==> config.mk <==
export PLATFORM = sky130hd
export DESIGN_NAME = zymason_scan_sched
export DESIGN_NICKNAME = d
export VERILOG_FILES = /design/src/rtl/zymason_scan_sched.sv
export SDC_FILE = /design/constraint.sdc
export NUM_CORES = 1
export LEC_CHECK = 0
export ABC_AREA = 1
export CAP_MARGIN = 5
export CORE_MARGIN = 2
export CORE_UTILIZATION = 50
export CTS_CLUSTER_SIZE = 30
export DETAILED_ROUTE_END_ITERATION = 8
export DONT_BUFFER_PORTS = 1
export PLACE_DENSITY = 0.72
export SYNTH_ARGS = -nofsm -noshare
export SYNTH_HDL_FRONTEND = slang
export SYNTH_SLANG_ARGS = --single-unit
==> constraint.sdc <==
create_clock -name clock -period 1.8 [get_ports clock]
set_input_delay 0.18 -clock clock [delete_from_list [all_inputs] [get_ports clock]]
set_output_delay 0.18 -clock clock [all_outputs]
set_load 0.03 [all_outputs]
==> src/rtl/zymason_scan_sched.sv <==
// Digit scan / write-strobe sequencer for a NUM_DIGITS-entry digit store and display bus.
// Scan mode rotates a one-hot digit enable with dwell and blanking; write mode emits nibble strobes.
module zymason_scan_sched #(
  parameter int NUM_DIGITS   = 4,
  parameter int DWELL_W      = 5,
  parameter int BLANK_CYCLES = 2,
  localparam int CW          = (NUM_DIGITS > 1) ? $clog2(NUM_DIGITS) : 1
) (
  input  logic                  clock,
  input  logic                  reset,
  input  logic                  mode_wr,
  input  logic                  nib_sel,
  input  logic                  commit,
  input  logic                  tick,
  input  logic [DWELL_W-1:0]    dwell,
  output logic [NUM_DIGITS-1:0] dig_en,
  output logic                  wr_lo,
  output logic                  wr_hi,
  output logic [CW-1:0]         cursor,
  output logic                  in_write
);

  localparam int BW = (BLANK_CYCLES > 1) ? $clog2(BLANK_CYCLES) : 1;
  localparam logic [BW-1:0] BLANK_LAST = BW'((BLANK_CYCLES > 0) ? BLANK_CYCLES - 1 : 0);
  localparam logic [CW-1:0] CUR_LAST   = CW'(NUM_DIGITS - 1);

  typedef enum logic [2:0] {
    S_IDLE,
    S_SHOW,
    S_BLANK,
    S_WEDIT,
    S_WSTRB
  } state_t;

  state_t               state_q, state_d;
  logic [CW-1:0]        cursor_q, cursor_d;
  logic [DWELL_W-1:0]   cnt_q, cnt_d;
  logic [BW-1:0]        blank_q, blank_d;
  logic                 commit_q, commit_d;
  logic                 nib_q, nib_d;
  logic                 cedge;
  logic [DWELL_W-1:0]   dwell_last;

  // Explicit wrap keeps the cursor correct for non-power-of-2 digit counts.
  function automatic logic [CW-1:0] cur_inc(input logic [CW-1:0] c);
    return (c == CUR_LAST) ? '0 : c + CW'(1);
  endfunction

  always_ff @(posedge clock or posedge reset) begin
    if (reset) begin
      state_q  <= S_IDLE;
      cursor_q <= '0;
      cnt_q    <= '0;
      blank_q  <= '0;
      commit_q <= 1'b0;
      nib_q    <= 1'b0;
    end else begin
      state_q  <= state_d;
      cursor_q <= cursor_d;
      cnt_q    <= cnt_d;
      blank_q  <= blank_d;
      commit_q <= commit_d;
      nib_q    <= nib_d;
    end
  end

  always_comb begin
    state_d    = state_q;
    cursor_d   = cursor_q;
    cnt_d      = cnt_q;
    blank_d    = blank_q;
    nib_d      = nib_q;
    commit_d   = commit;
    cedge      = commit & ~commit_q;
    // dwell of 0 behaves as 1, so the last count index saturates at 0.
    dwell_last = (dwell == '0) ? '0 : dwell - DWELL_W'(1);

    case (state_q)
      S_IDLE: begin
        cursor_d = '0;
        cnt_d    = '0;
        state_d  = mode_wr ? S_WEDIT : S_SHOW;
      end
      S_SHOW: begin
        if (mode_wr) begin
          state_d  = S_WEDIT;
          cursor_d = '0;
          cnt_d    = '0;
        end else if (tick && (cnt_q >= dwell_last)) begin
          state_d  = (BLANK_CYCLES == 0) ? S_SHOW : S_BLANK;
          cursor_d = cur_inc(cursor_q);
          cnt_d    = '0;
          blank_d  = '0;
        end else if (tick) begin
          cnt_d = cnt_q + DWELL_W'(1);
        end
      end
      S_BLANK: begin
        if (mode_wr) begin
          state_d  = S_WEDIT;
          cursor_d = '0;
          cnt_d    = '0;
          blank_d  = '0;
        end else if (blank_q == BLANK_LAST) begin
          state_d = S_SHOW;
          blank_d = '0;
        end else begin
          blank_d = blank_q + BW'(1);
        end
      end
      S_WEDIT: begin
        if (!mode_wr) begin
          state_d  = S_SHOW;
          cursor_d = '0;
          cnt_d    = '0;
        end else if (cedge) begin
          state_d = S_WSTRB;
          nib_d   = nib_sel;
        end
      end
      S_WSTRB: begin
        state_d = S_WEDIT;
        if (nib_q) cursor_d = cur_inc(cursor_q);
      end
      default: state_d = S_IDLE;
    endcase
  end

  always_comb begin
    dig_en   = '0;
    wr_lo    = 1'b0;
    wr_hi    = 1'b0;
    in_write = 1'b0;
    cursor   = cursor_q;
    if (state_q == S_SHOW || state_q == S_WEDIT || state_q == S_WSTRB)
      dig_en = NUM_DIGITS'(1) << cursor_q;
    if (state_q == S_WSTRB) begin
      wr_lo = ~nib_q;
      wr_hi = nib_q;
    end
    in_write = (state_q == S_WEDIT) || (state_q == S_WSTRB);
  end

endmodule

**After elaboration in Yosys (flattened, before gate mapping)**

Index checks and enable logic that the tools add are counted.

- Output and inout bits: 9
- Word-level logic and storage cells: 73
- Bits in registers: 13
- Bits of input ports: 11

- Shifts and indexed selects: 1
- Bitwise operators: 3
- Order comparisons: 1
- Equal/unequal tests: 14
- Add/subtract/negate cells: 4
- Reduce and logical (&&, ||, !) cells: 14
- Mux-type cells: 30

Operators with widths:

| cell | number |
|---|---|
| 5-bit two-way mux | 6 |
| 5-bit one-hot mux with 4 select lines | 1 |
| 3-bit two-way mux | 6 |
| 3-bit one-hot mux with 5 select lines | 1 |
| 2-bit two-way mux | 7 |
| 2-bit != test (second input constant) | 5 |
| 2-bit one-hot mux with 5 select lines | 1 |
| 3-bit != test (second input constant) | 3 |
| 3-bit AND reduction | 3 |
| 3-bit by 2-bit == test with 1-bit output (second input constant) | 2 |
| 1-bit two-way mux | 6 |
| 5-bit by 1-bit adder with 5-bit output (second input constant) | 1 |
| 5-bit >= comparator | 1 |
| 5-bit logical NOT | 1 |
| 5-bit AND reduction | 1 |
| 5-bit nonzero test | 1 |
| 5-bit by 1-bit subtractor with 5-bit output (second input constant) | 1 |
| 4-bit two-way mux | 1 |
| 4-bit != test (second input constant) | 1 |
| 4-bit AND reduction | 1 |
| 4-bit nonzero test | 1 |
| 1-bit by 2-bit left shift with 4-bit output (first input constant) | 1 |
| 3-bit by 1-bit == test with 1-bit output (second input constant) | 1 |
| 3-bit == test (second input constant) | 1 |
| 10 further kinds | 13 |

**Longest topological paths before layout**

- Depth after elaboration: 7
- Depth in mapped cells: 15
- Mapped depth without buffers: 15

**Least setup slack after synthesis**

OpenSTA, ideal clock, no wires.

- Kind: input to register
- From: input port dwell[0]
- To: register cursor_q[1] (netlist: cursor[1])
- Cell stages on the path: 13
- Path buffers: 0
- Slack: 0.063 ns
- Data arrival time: 1.610 ns
- Cells stage by stage: inv_1 > ha_1 > or2_2 > nand3_1 > ha_1 > nand2_1 > nand2_1 > nand2_1 > nand3_1 > nand2_1 > nand2_1 > nand2_1 > o21ai_0

- Cells in the longest elaborated chain, start to end: 6
- Elaborated cells on any way between the ends: 7

RTL lines:

| element | RTL line | RTL |
|---|---|---|
| start: declaration | 15 | `input logic [DWELL_W-1:0] dwell,` |
| 5-bit by 1-bit subtractor with 5-bit output or 5-bit logical NOT (tied branches) | 76 | `dwell_last = (dwell == '0) ? '0 : dwell - DWELL_W'(1);` |
| 5-bit two-way mux (*) | 76 |  |
| 5-bit >= comparator (*) | 89 | `end else if (tick && (cnt_q >= dwell_last)) begin` |
| 1-bit logical AND (*) | 89 |  |
| 3-bit != test (no source line) (*) | n/a |  |
| 5-bit AND reduction (no source line) (*) | n/a |  |
| end signal: assignment | 59 | `cursor_q <= cursor_d;` |
| end: declaration | 36 | `logic [CW-1:0] cursor_q, cursor_d;` |

Mark *: on every way between the ends. The rest lies on a longest branch, timed or not.
A chain may end at the register's enable or synchronous reset.

**Worst setup path in the final report**

- From: register cursor_q[0] (netlist: cursor[0])
- To: output port dig_en[0]

- Cells in the longest elaborated chain, start to end: 2

RTL lines:

| element | RTL line | RTL |
|---|---|---|
| 1-bit by 2-bit left shift with 4-bit output | 136 | `dig_en = NUM_DIGITS'(1) << cursor_q;` |
| 4-bit two-way mux | 135 | `if (state_q == S_SHOW \|\| state_q == S_WEDIT \|\| state_q == S_WSTRB)` |
| end: declaration | 16 | `output logic [NUM_DIGITS-1:0] dig_en,` |

Every way passes these cells.

==> results.toml <==
[yosys]
ys_seq_area_share_pct = 29.1
synth_area_leaders = "dfrtp_1 29%, ha_1 13%, nand2_1 13%"
synth_fp_nets = 183
ys_types = 24
yosysTopAreaCellShare_pct = 29.1
mappedNetlistArea_um2 = 1120
yosys_warnings = 0
syn_avg_cell_area_um2 = 6.99
synth_seq_cells = 13
synthCells = 160
synth_top_area_cell = "dfrtp_1"

[place]
dpl.hpwl_mm = 1.70
port_buffers = 0
gp_congestion = 0.801
place_ws_ns = -0.111

[route]
wl_per_cell_um = 11.1
drtAntennaViolNets = 0
vias = 992
firstDrtPassIters = 4
drc = 0
wirelength_mm = 2.20
dr.first_iter.drc_count = 24
viasPerCell = 5.01

[die]
die_area_um2 = 2630
num_rows = 17
fp.dieH_um = 51.3
initial_core_util_pct = 51.6
pin_count = 20
core-area_um2 = 2170
die_x_um = 51.3

[critical_path]
crit_arrival_ns = 1.48
timing.rr.start = "cnt_q[2]$_DFFE_PP0P_"
path_max_fanout = 5
cp-start-kind = "flip-flop"
cp_slowest_cell = "dfrtp_1"
r2r_slack_ns = 0.24
critical_path_buf_inv_count = 3
end_kind = "output pin"
cp_common_cell = "inv_1"
r2r.worst_path.cells = 8
cpPeakStageDelay_ns = 0.59
cp_top_family = "flip-flops"
cp.required_ns = 1.62
timing.critical_path.cells = "inv_1 -> ha_1 -> inv_1 -> nor2_1 -> buf_4"
crit_type = "flip-flop to output pin"
r2r-end = "cnt_q[0]$_DFFE_PP0P_"

[clock_network]
cts_inserted_buffers = 3
cts_tree = "built"
clock-sinks = 13
post_cts_buffers = 0
path_clk_slew_ns = 0.08
clk_latency_ns = 0.27
htreeDepth = 1
clock_path_buffers = 2
cts_root_buf = "clkbuf_4"

[cells_and_area]
syn_to_final_growth_pct = 11.7
fin_util_pct = 57.6
final_cell_mix = "37 x nand2_1, 25 x inv_1, 23 x nor2_1, 12 x nand3_1, 12 x dfrtp_1"
drive_gt1_share_pct = 16.5
layout_commonest_cell = "nand2_1"
antenna_cells = 0
fin_nets = 194

[outcome]
status = "finished, final reports clean"

[hold_path]
hold_start = "nib_sel"
hold_depth = 2
min_path_type = "primary input to flip-flop"
holdPathEnd = "nib_q$_DFFE_PP0P_"

[sta]
setup_ws_ns = 0.140
max-slew-margin-rel_pct = 65.4
hold_viol = 0
fin_skew_ns = 0.00560
tns_ns = 0
worstMarginPinSlew_ns = 0.519
rsz0062_at_grt = "false"
fin_crit_sh_pct = 92.2
final_max_slew_viol_count = 0
max_freq_mhz = 602
setup_viol = 0
hold_slack_ns = 0.0262
fin_crit_ns = 1.66

[pwr]
p_sw_uw = 719
fin_total_pwr_uw = 1440
leakagePower_uw = 0.000659
powerDensity_nw_per_um2 = 1150
seqPwrFrac_pct = 35.0
netSwitchingFraction_pct = 50.0
internal_power_uw = 719
pwr-share-clk_pct = 12.4
combPwrFrac_pct = 52.6
peakVddDrop_v = 0.000801

[grt]
grt_overflow = 0
track_usage_pct = 18.4
antenna_found_initial = 0
grt_pass1_wl_mm = 3.68
grt_max_degree = 14
grt_pass1_vias = 907

[flow_run]
maxCapViolations = 0
## layout make-up
cell class | count | area [um^2]
fillers | 219 | 920
repair buffers | 8 | 65.1
flip-flops and latches | 13 | 327
inverters | 27 | 105
well taps | 28 | 35.0
clock buffers | 4 | 26.3
multi-input cells | 118 | 692
## cell families after synthesis
kind of cell	after synthesis	share of synthesized area, %
and+or+nand+nor	91	37.1
xor gates and xnor gates	1	1.45
AOI/OAI and AO/OA	14	7.16
buffers and inverters	29	11.7
DFF	13	29.1
adders and majority gates	12	13.4
## worst max path at each step
stage / depth (start not counted) / slack (ns) / end / from
CTS: 6 / 0.06 / dig_en[1] / state_q[1]$_DFFE_PP0P_
floorplan: 13 / 0.06 / cursor[1]$_DFFE_PP0P_ / dwell[0]
detailed placement: 15 / -0.11 / cursor[0]$_DFFE_PP0P_ / dwell[0]
global route: 14 / 0.0003 / cursor[0]$_DFFE_PP0P_ / dwell[3]
finish: 5 / 0.14 / dig_en[0] / cursor[0]$_DFFE_PP0P_
global placement: 14 / -0.02 / cursor[1]$_DFFE_PP0P_ / dwell[0]
## power by group through the flow
stage / Combinational [uW] / Clock [uW] / Sequential, uW
finish: 757 / 178 / 502
global route: 866 / 197 / 513
detailed placement: 736 / 0 / 503
CTS: 744 / 185 / 497
global placement: 718 / 0 / 499
floorplan: 642 / 0 / 466
## per-stage QoR
stage / area, um^2 / cells
final: 1250 / 198
after global routing: 1250 / 198
after CTS: 1210 / 198
after detailed placement: 1170 / 192
after global placement: 1170 / 192
after floorplan: 1120 / 160
## synthesized netlist by cell type (all sizes together)
library cell / count
a21oi: 4
a31oi: 1
buf: 2
dfrtp: 13
ha: 12
inv: 27
nand2: 43
nand3: 13
nand3b: 1
nand4: 3
nor2: 26
nor3: 4
o21ai: 7
o31ai: 2
or2: 1
xor2: 1
## layer usage
layer  GRT usage, %  routed length (um)  vias up
met4           6.58                  16        0
met1           23.0                 991      442
li1               -                   -      524
met5              0                   0        -
met2           32.5                1090       24
met3           2.05                  96        2
## state kept, by name, summed over array words and instances (netlist names)
register,cells
blank_q,1
cnt_q,5
commit_q,1
cursor,2
nib_q,1
state_q,3
## timing repair
| action | in CTS | in global routing |
|---|---|---|
| endpoints found under the hold margin | 14 | 0 |
| resized for setup | 0 | 10 |
| endpoints found under the setup margin | 0 | 10 |
| hold buffers | 2 | 0 |
No activity file was read; power rests on OpenSTA's default activity.
